<file path="src/rtl/muldiv_pkg.sv">
`default_nettype none
// ============================================================================
// muldiv_pkg : op and FSM-state encodings shared by the MULT/DIV sequencer
// Rev 1.0
// ============================================================================
package muldiv_pkg;

  localparam int DEFAULT_WIDTH = 32;

  localparam logic OP_MULT = 1'b0;
  localparam logic OP_DIV  = 1'b1;

  typedef enum logic [1:0] {
    S_IDLE = 2'd0,
    S_CALC = 2'd1,
    S_FIX  = 2'd2,
    S_DONE = 2'd3
  } state_e;

endpackage
`default_nettype wire

</file>
<file path="src/rtl/muldiv_step.sv">
`default_nettype none
// ============================================================================
// muldiv_step : one combinational Booth (MULT) or restoring (DIV) iteration
// Rev 1.0
// ============================================================================
module muldiv_step
  import muldiv_pkg::*;
#(
  parameter int WIDTH = DEFAULT_WIDTH
) (
  input  logic             i_op,
  input  logic [WIDTH:0]   i_acc,
  input  logic [WIDTH-1:0] i_low,
  input  logic             i_qm1,
  input  logic [WIDTH-1:0] i_operand,
  output logic [WIDTH:0]   o_acc,
  output logic [WIDTH-1:0] o_low,
  output logic             o_qm1
);

  logic [WIDTH:0] w_mcand_sx;
  logic [WIDTH:0] w_booth_sum;
  logic [WIDTH:0] w_rem_sh;
  logic [WIDTH:0] w_trial;

  always_comb begin
    w_mcand_sx  = {i_operand[WIDTH-1], i_operand};
    w_booth_sum = i_acc;
    w_rem_sh    = {i_acc[WIDTH-1:0], i_low[WIDTH-1]};
    w_trial     = w_rem_sh - {1'b0, i_operand};
    o_acc       = i_acc;
    o_low       = i_low;
    o_qm1       = 1'b0;

    if (i_op == OP_MULT) begin
      // acc carries one guard bit so subtracting the most negative multiplicand cannot overflow
      case ({i_low[0], i_qm1})
        2'b01:   w_booth_sum = i_acc + w_mcand_sx;
        2'b10:   w_booth_sum = i_acc - w_mcand_sx;
        default: w_booth_sum = i_acc;
      endcase
      o_acc = {w_booth_sum[WIDTH], w_booth_sum[WIDTH:1]};
      o_low = {w_booth_sum[0], i_low[WIDTH-1:1]};
      o_qm1 = i_low[0];
    end else if (!w_trial[WIDTH]) begin
      o_acc = w_trial;
      o_low = {i_low[WIDTH-2:0], 1'b1};
    end else begin
      o_acc = w_rem_sh;
      o_low = {i_low[WIDTH-2:0], 1'b0};
    end
  end

endmodule
`default_nettype wire

</file>
<file path="src/rtl/muldiv_sequencer.sv">
`default_nettype none
// ============================================================================
// muldiv_sequencer : iterative signed MULT/DIV with HI/LO and mthi/mtlo paths
// Optional: MULDIV_DIV0_EXC_EN short-circuits DIV by zero and raises div0.
// Rev 1.0
// ============================================================================
module muldiv_sequencer
  import muldiv_pkg::*;
#(
  parameter int WIDTH = DEFAULT_WIDTH,
  parameter int CNT_W = $clog2(WIDTH)
) (
  input  logic             clk,
  input  logic             reset,
  input  logic             start,
  input  logic             op,
  input  logic [WIDTH-1:0] a,
  input  logic [WIDTH-1:0] b,
  input  logic             hi_we,
  input  logic             lo_we,
  input  logic [WIDTH-1:0] wdata,
  output logic             busy,
  output logic             done,
  output logic             div0,
  output logic [WIDTH-1:0] hi,
  output logic [WIDTH-1:0] lo
);

  state_e             state_q, state_d;
  logic [CNT_W-1:0]   cnt_q, cnt_d;
  logic               op_q, op_d;
  logic               sign_a_q, sign_a_d;
  logic               sign_b_q, sign_b_d;
  logic               bzero_q, bzero_d;
  logic [WIDTH:0]     acc_q, acc_d;
  logic [WIDTH-1:0]   low_q, low_d;
  logic               qm1_q, qm1_d;
  logic [WIDTH-1:0]   opnd_q, opnd_d;
  logic [WIDTH-1:0]   hi_q, hi_d;
  logic [WIDTH-1:0]   lo_q, lo_d;

  logic [WIDTH:0]     w_step_acc;
  logic [WIDTH-1:0]   w_step_low;
  logic               w_step_qm1;
  logic [WIDTH-1:0]   w_abs_a;
  logic [WIDTH-1:0]   w_abs_b;
  logic [WIDTH-1:0]   w_quot;
  logic [WIDTH-1:0]   w_rem;

  assign w_abs_a = a[WIDTH-1] ? -a : a;
  assign w_abs_b = b[WIDTH-1] ? -b : b;
  assign w_quot  = (sign_a_q ^ sign_b_q) ? -low_q : low_q;
  assign w_rem   = sign_a_q ? -acc_q[WIDTH-1:0] : acc_q[WIDTH-1:0];

  muldiv_step #(
    .WIDTH (WIDTH)
  ) u_step (
    .i_op      (op_q),
    .i_acc     (acc_q),
    .i_low     (low_q),
    .i_qm1     (qm1_q),
    .i_operand (opnd_q),
    .o_acc     (w_step_acc),
    .o_low     (w_step_low),
    .o_qm1     (w_step_qm1)
  );

`ifdef MULDIV_DIV0_EXC_EN
  logic div0_q, div0_d;
`endif

  always_comb begin
    state_d  = state_q;
    cnt_d    = cnt_q;
    op_d     = op_q;
    sign_a_d = sign_a_q;
    sign_b_d = sign_b_q;
    bzero_d  = bzero_q;
    acc_d    = acc_q;
    low_d    = low_q;
    qm1_d    = qm1_q;
    opnd_d   = opnd_q;
    hi_d     = hi_q;
    lo_d     = lo_q;
`ifdef MULDIV_DIV0_EXC_EN
    div0_d   = div0_q;
`endif

    case (state_q)
      S_IDLE: begin
        if (start) begin
          state_d  = S_CALC;
          cnt_d    = '0;
          op_d     = op;
          sign_a_d = a[WIDTH-1];
          sign_b_d = b[WIDTH-1];
          bzero_d  = (b == '0);
          acc_d    = '0;
          qm1_d    = 1'b0;
          if (op == OP_MULT) begin
            low_d  = b;
            opnd_d = a;
          end else begin
            low_d  = w_abs_a;
            opnd_d = w_abs_b;
          end
`ifdef MULDIV_DIV0_EXC_EN
          div0_d = 1'b0;
          if (op == OP_DIV && b == '0) begin
            state_d = S_DONE;
            div0_d  = 1'b1;
          end
`endif
        end else begin
          if (hi_we) hi_d = wdata;
          if (lo_we) lo_d = wdata;
        end
      end
      S_CALC: begin
        acc_d = w_step_acc;
        low_d = w_step_low;
        qm1_d = w_step_qm1;
        cnt_d = cnt_q + 1'b1;
        if (cnt_q == CNT_W'(WIDTH - 1)) state_d = S_FIX;
      end
      S_FIX: begin
        state_d = S_DONE;
        if (op_q == OP_MULT) begin
          hi_d = acc_q[WIDTH-1:0];
          lo_d = low_q;
        end else begin
          hi_d = w_rem;
          // a zero divisor leaves an all-ones quotient regardless of operand signs
          lo_d = bzero_q ? {WIDTH{1'b1}} : w_quot;
        end
      end
      S_DONE: begin
        state_d = S_IDLE;
        if (!start) begin
          if (hi_we) hi_d = wdata;
          if (lo_we) lo_d = wdata;
        end
      end
      default: state_d = S_IDLE;
    endcase
  end

  always_ff @(posedge clk or posedge reset) begin
    if (reset) begin
      state_q  <= S_IDLE;
      cnt_q    <= '0;
      op_q     <= OP_MULT;
      sign_a_q <= 1'b0;
      sign_b_q <= 1'b0;
      bzero_q  <= 1'b0;
      acc_q    <= '0;
      low_q    <= '0;
      qm1_q    <= 1'b0;
      opnd_q   <= '0;
      hi_q     <= '0;
      lo_q     <= '0;
    end else begin
      state_q  <= state_d;
      cnt_q    <= cnt_d;
      op_q     <= op_d;
      sign_a_q <= sign_a_d;
      sign_b_q <= sign_b_d;
      bzero_q  <= bzero_d;
      acc_q    <= acc_d;
      low_q    <= low_d;
      qm1_q    <= qm1_d;
      opnd_q   <= opnd_d;
      hi_q     <= hi_d;
      lo_q     <= lo_d;
    end
  end

`ifdef MULDIV_DIV0_EXC_EN
  always_ff @(posedge clk or posedge reset) begin
    if (reset) div0_q <= 1'b0;
    else       div0_q <= div0_d;
  end
  assign div0 = div0_q && (state_q == S_DONE);
`else
  assign div0 = 1'b0;
`endif

  assign busy = (state_q == S_CALC) || (state_q == S_FIX);
  assign done = (state_q == S_DONE);
  assign hi   = hi_q;
  assign lo   = lo_q;

endmodule
`default_nettype wire

</file>
<file path="config.mk">
export PLATFORM = sky130hd
export DESIGN_NAME = muldiv_sequencer
export DESIGN_NICKNAME = d
export VERILOG_FILES = /design/src/rtl/muldiv_pkg.sv /design/src/rtl/muldiv_step.sv /design/src/rtl/muldiv_sequencer.sv
export SDC_FILE = /design/constraint.sdc
export NUM_CORES = 1
export LEC_CHECK = 0
export BUFFER_PORTS_ARGS = -buffer_cell sky130_fd_sc_hd__buf_2
export CORE_AREA = 2 2 191 193
export CTS_CLUSTER_DIAMETER = 40
export CTS_CLUSTER_SIZE = 12
export DETAILED_ROUTE_END_ITERATION = 6
export DIE_AREA = 0 0 193 195
export HOLD_SLACK_MARGIN = 0.08
export PLACE_DENSITY = 0.74
export SYNTH_ARGS = -nofsm -noshare
export SYNTH_HDL_FRONTEND = slang
export SYNTH_HIERARCHICAL = 1
export SYNTH_SLANG_ARGS = --single-unit
export TNS_END_PERCENT = 20
</file>
<file path="constraint.sdc">
create_clock -name clk -period 7.1 [get_ports clk]
set_input_delay 1.775 -clock clk [delete_from_list [all_inputs] [get_ports clk]]
set_output_delay 1.775 -clock clk [all_outputs]
set_load 0.01 [all_outputs]
</file>
**Word level (Yosys, flattened, before mapping)**

Cells that the tools add are included.
W data, S select, Z words.

- Register bits: 173
- Memories kept: 0
- Memory bits (writable): 0
- Latch bits: 0
- Bits in read-only memories: 0
- Logic and storage cells: 75

- Divide/modulo/power cells: 0
- $add $sub $neg: 8
- Equality and inequality tests: 11
- Muxes and demuxes: 32
- Shift operators: 0
- Reduce and logical (&&, ||, !) cells: 11
- Order comparisons: 0
- Bitwise logic cells: 1
- $mul: 0

Operators with widths:

| operator | number |
|---|---|
| $mux W32 | 15 |
| $pmux W32 S2 | 3 |
| $pmux W33 S2 | 2 |
| $neg A32 Y32 | 4 |
| $mux W33 | 3 |
| $add A33 B33 Y33 | 1 |
| $sub A33 B32 Y33 | 1 |
| $sub A33 B33 Y33 | 1 |
| $logic_not A32 Y1 | 1 |
| $pmux W5 S2 | 1 |
| $pmux W2 S4 | 1 |
| $eq A2 B2 Y1 const B | 3 |
| $ne A2 B2 Y1 const B | 3 |
| $reduce_and A2 Y1 | 3 |
| $reduce_and A3 Y1 | 2 |
| $add A5 B1 Y5 const B | 1 |
| $eq A5 B5 Y1 const B | 1 |
| $mux W5 | 1 |
| $eq A2 B1 Y1 const B | 2 |
| $mux W2 | 2 |
| $ne A2 B1 Y1 const B | 2 |
| $reduce_bool A2 Y1 | 2 |
| $mux W1 | 3 |
| $logic_not A2 Y1 | 1 |
| other kinds (4) | 4 |

**Longest topological paths before layout**

- Depth after elaboration: 5
- Gate-level depth with buffers: 22

**Cells and area by module**

Netlist, hierarchy kept.

Modules (own cells, without submodules):

| module | instances | sequential area each (µm²) | cells an instance | area each (µm²) |
|---|---|---|---|---|
| muldiv_sequencer | 1 | 4,329.2 | 1,173 | 10,421.2 |
| muldiv_step | 1 | 0.0 | 796 | 5,367.6 |

**Worst setup path before layout**

Ideal clock, no wire load.

- Path kind: flip-flop to flip-flop
- Start point: register acc_q[19]
- End point: register acc_q[19]
- Arrival time: 3,933 ps
- Path slack: 3,046 ps
- Stages on the path, launching flop included: 19
- Library setup time: 121 ps
- Data required time: 6,979 ps
- Path buffers: 4
- Period minus slack after synthesis: 4,054 ps
- Cell sequence: dfrtp_1 -> ha_1 -> clkbuf_1 -> a21oi_1 -> and2_1 -> a21boi_1 -> a311o_1 -> o41ai_2 -> o21ai_1 -> o21a_1 -> o211ai_1 -> nand2_1 -> ha_1 -> clkbuf_1 -> clkbuf_1 -> clkbuf_1 -> a21oi_1 -> o21a_1 -> a22o_1

- Longest elaborated chain between the ends: 4
- Elaborated cells on any way between the ends: 7
- Classes of those cells: 3 x add/sub; 4 x mux

RTL lines:

| element | RTL line | source |
|---|---|---|
| from (decl) | muldiv_sequencer.sv:35 | `logic [WIDTH:0] acc_q, acc_d;` |
| from (signal assigned) | muldiv_sequencer.sv:156 | `acc_q <= '0;` |
| from (signal assigned) | muldiv_sequencer.sv:169 | `acc_q <= acc_d;` |
| $sub A33 B33 Y33 (tied with other cells) | muldiv_step.sv:39 | `2'b10: w_booth_sum = i_acc - w_mcand_sx;` |
| $pmux W33 S2 / $mux W33 (equally long branches) | muldiv_step.sv:37, muldiv_step.sv:45 |  |
| $mux W33 * | muldiv_step.sv:35 | `if (i_op == OP_MULT) begin` |
| named net w_step_acc[19] | muldiv_sequencer.sv:42 | `logic [WIDTH:0] w_step_acc;` |
| $pmux W33 S2 * | muldiv_sequencer.sv:89 | `case (state_q)` |

The timed path passes the listed nets; every way through them passes the cells marked *.
A chain may end at the register's enable or synchronous reset.

**Final worst setup path**

- Start point: register low_q[31]
- End point: register acc_q[20]

- Longest elaborated chain between the ends: 4

RTL lines:

| element | RTL line | source |
|---|---|---|
| from (decl) | muldiv_sequencer.sv:36 | `logic [WIDTH-1:0] low_q, low_d;` |
| from (signal assigned) | muldiv_sequencer.sv:170 | `low_q <= low_d;` |
| $sub A33 B32 Y33 | muldiv_step.sv:30 | `w_trial = w_rem_sh - {1'b0, i_operand};` |
| $mux W33 | muldiv_step.sv:45 | `end else if (!w_trial[WIDTH]) begin` |
| $mux W33 | muldiv_step.sv:35 |  |
| named net w_step_acc[20] | muldiv_sequencer.sv:42 |  |
| $pmux W33 S2 | muldiv_sequencer.sv:89 |  |

The timed path passes the listed nets, and every way through them passes these cells.

==> key figures <==
Run status
  – Outcome: finished, violations left
  – Failing checks: DRC

Timing
  – Slew HR: between 20% and 30%
  – Final Critical Period: around 5100 ps
  – Worst Max-Slew Pin Slew: 1170 ps
  – Tcrit/Tclk final: 71.7%
  – Setup TNS: 0 ps
  – F_max: 196 MHz
  – RSZ-0062 raised after global routing: false
  – Clk_skew: about 23 ps
  – Max-slew violation count: 0
  – Final setup vio count: 0
  – Final Hold Fails: 0

Worst setup path
  – R2R depth: 18
  – Worst setup path category: register to register
  – CP delay by family, top: compound AO/OA/AOI/OAI gates
  – Critical Path End Type: register
  – CP Buf/Inv Count: 3
  – Max Fanout on Critical Path: 44
  – Highest-delay cell along the critical path: o41ai_2
  – WP depth: 18
  – Crit-path cells: inv_1, ha_1, fa_1, nand2b_1, a21oi_1, o2111ai_1, a21oi_1, o41ai_2, o21ai_1, o21a_1, o211ai_1, nand2_1, ha_1, buf_4, inv_1, nor2_1, a22oi_1, a22o_1
  – CP Data Required Time: 7440 ps
  – CP Launch Type: register
  – Delay of the slowest critical-path stage: about 500 ps
  – Arrival time at the worst endpoint: between 5000 and 6000 ps

Synthesis
  – Register area share after synthesis: between 20% and 30%
  – Synth cell types: 88
  – Yosys warning count: 6
  – Syn_nets: between 2k and 2.5k
  – Post-synth top flop: dfrtp_1
  – Gate Count Post-Synth: approximately 2.0k
  – Post-synthesis cell area: around 0.016 mm^2
  – Number of synthesized register bits: 173
  – Number of synthesized flops with an enable pin: 0
  – Syn avg cell area: roughly 8.0 um^2
  – Ys async rst share: 100%

Min path
  – Worst Hold Class: register to register
  – WHS Path Cells: 1

Detailed routing
  – Drt pass-1 iters: 7
  – Remaining DRCs: 22
  – Avg Vias per Cell: 6.56
  – Vias: 16.6k
  – Final WL: 59300 um
  – Post-DRT Antenna Nets: 0
  – Iter 0 DRT Violations: 2187
  – WL/cell: between 20 and 25 um

Floorplanning
  – Die height: about 200 um
  – Core ar.: ~0.035 mm^2
  – DIE AREA: between 0.03 and 0.04 mm^2
  – Die Width: 193 um
  – IO Count: 169
  – Num rows: 69
  – Initial Util: 44.6%

CTS
  – Clock tree buffer depth: 2
  – Worst-path clk slew: roughly 70 ps
  – Setup Fix Bufs, Post-CTS: 0
  – CTS H-tree lvls: 4
  – Root Buffer: clkbuf_16
  – Resized cells post-CTS: 0
  – Clock sinks: roughly 170
  – Worst skew pair latency: around 460 ps
  – Hold_buf cts: 0
  – CTS Buf Count: 17
  – CTS tree: yes

Cells and area
  – Most frequent cells in the layout: 177 x nor2_1, 172 x dfrtp_1, 167 x buf_2, 156 x nand2_1, 154 x a21oi_1
  – Fill count: between 3k and 4k
  – Final core utilization: between 40% and 50%
  – Layout area overhead: 10.7%
  – Most common cell after layout, fill and taps aside: nor2_1
  – Final Cell Area: between 0.015 and 0.02 mm^2
  – Ant diodes: 0
  – Layout cells sized above 1: a little over an eighth
  – Finished Layout Cells: 2530
  – Final Net Count: between 2k and 2.5k

Placement
  – GPL Wtd Cong: approximately 1
  – Post-DP HPWL: ~45000 um
  – Placed instance area: about 0.017 mm^2
  – Port bufs: 167
  – Post-Place Cells: 2499

Pwr
  – Internal Power: between 4 and 5 mW
  – Peak supply drop: approximately 360 uV
  – Sw Share: 54.1%
  – Sw power: approximately 6 mW
  – Lkg Pwr: 7.51 nW
  – PD cells: 623 mW/mm^2
  – Sequential share of power: roughly a fifth
  – Combinational power share: 70.9%
  – Clock power share: under 10%

Global route
  – Number of global-route vias before repair: roughly 15k
  – Grt total ovfl: 0
  – Initial antenna violation count: 1
  – GRT Total Usage: between 30 and 40%
  – Largest net degree at the start of global routing: 76
  – Global-route wire length before repair: 89500 um

Job
  – Maxcap violations: 0
[sequential cells by signal, indices dropped and copies added (netlist names)]
register / cells
low_q: 32
qm1_q: 1
op_q: 1
bzero_q: 1
state_q: 2
opnd_q: 32
sign_b_q: 1
sign_a_q: 1
hi: 32
lo: 32
cnt_q: 5
acc_q: 33
[through the flow]
step | power (mW) | worst slack, ps | hold slack [ps]
2_1_floorplan | 7.63 | 637 | 469
3_3_place_gp | 9.55 | 2210 | 456
3_5_place_dp | 9.71 | 2180 | 460
4_1_cts | 10.7 | 2150 | 476
5_1_grt | 11.6 | 1850 | 505
6_report | 10.9 | 2010 | 474
[cell families after synthesis]
logic type / synth area share [%]
AO/OA/AOI/OAI: 28.5
AND/OR/NAND/NOR: 18.7
buffers and inverters: 4.56
XOR/XNOR: 10.2
flip-flops: 27.4
adder cells (fa/ha/maj): 6.36
multiplexers: 4.31
other: 0.0238
[power groups by stage]
stage	sequential (mW)	clock [mW]	combinational, mW
after floorplan	1.98	0	5.65
after global placement	2.18	0	7.37
after detailed placement	2.21	0	7.50
after CTS	2.19	0.937	7.54
after global routing	2.28	0.975	8.38
final	2.23	0.935	7.72
[metal layers]
layer	global-route usage, %	up-vias	part of all wire [%]
met5	0	-	0
met4	12.3	0	4.1
met3	6.29	144	10
met2	45.9	993	43
met1	43.8	7982	42
li1	-	7470	-
[cells in the mapped netlist, types with 18 or more instances]
master	number	area share, %
xnor2_1	94	5.2
a21o_1	37	1.8
nor2_1	179	4.3
a31oi_1	28	1.1
mux2_2	31	2.2
nor3_1	38	1.2
o22ai_1	19	0.75
nand3_1	31	0.98
nor4_1	25	0.99
o211ai_1	20	0.95
o21ai_1	24	0.76
o31ai_1	29	1.4
nor2b_1	22	0.87
o21ai_0	143	4.5
a22o_1	35	1.9
nand2_1	157	3.7
inv_1	68	1.6
mux2i_1	32	2.0
nor3b_1	21	1.0
xor2_1	89	4.9
nand2b_1	18	0.71
clkbuf_1	103	2.4
and3_1	19	0.75
ha_1	77	6.1
a211oi_1	39	1.9
o21a_1	21	1.0
a221oi_1	42	2.3
dfrtp_1	173	27
a21oi_1	154	4.9
or3_1	25	0.99
[area by class of cell]
| type | instances | area (um^2) | area share [%] |
|---|---|---|---|
| sequential | 173 | 4330 | 24.8 |
| clock buffer | 20 | 447 | 2.56 |
| multi-input combinational | 1608 | 10800 | 61.6 |
| tap | 461 | 577 | 3.30 |
| timing repair buffer | 186 | 978 | 5.60 |
| clock inverter | 11 | 105 | 0.601 |
| inverter | 71 | 272 | 1.55 |
[worst paths after layout]
check | start | slack, ps | to
worst max-delay path | low_q[31] | 2010 | acc_q[20]
worst min-delay path | hi[14] | 470 | hi[14]
worst max register to register | low_q[31] | 2010 | acc_q[20]
worst min register to register | hi[14] | 470 | hi[14]
max in group asynchronous | reset | 4380 | acc_q[9]
min in group asynchronous | reset | 1440 | hi[15]
(Power assumes the default switching activity.)
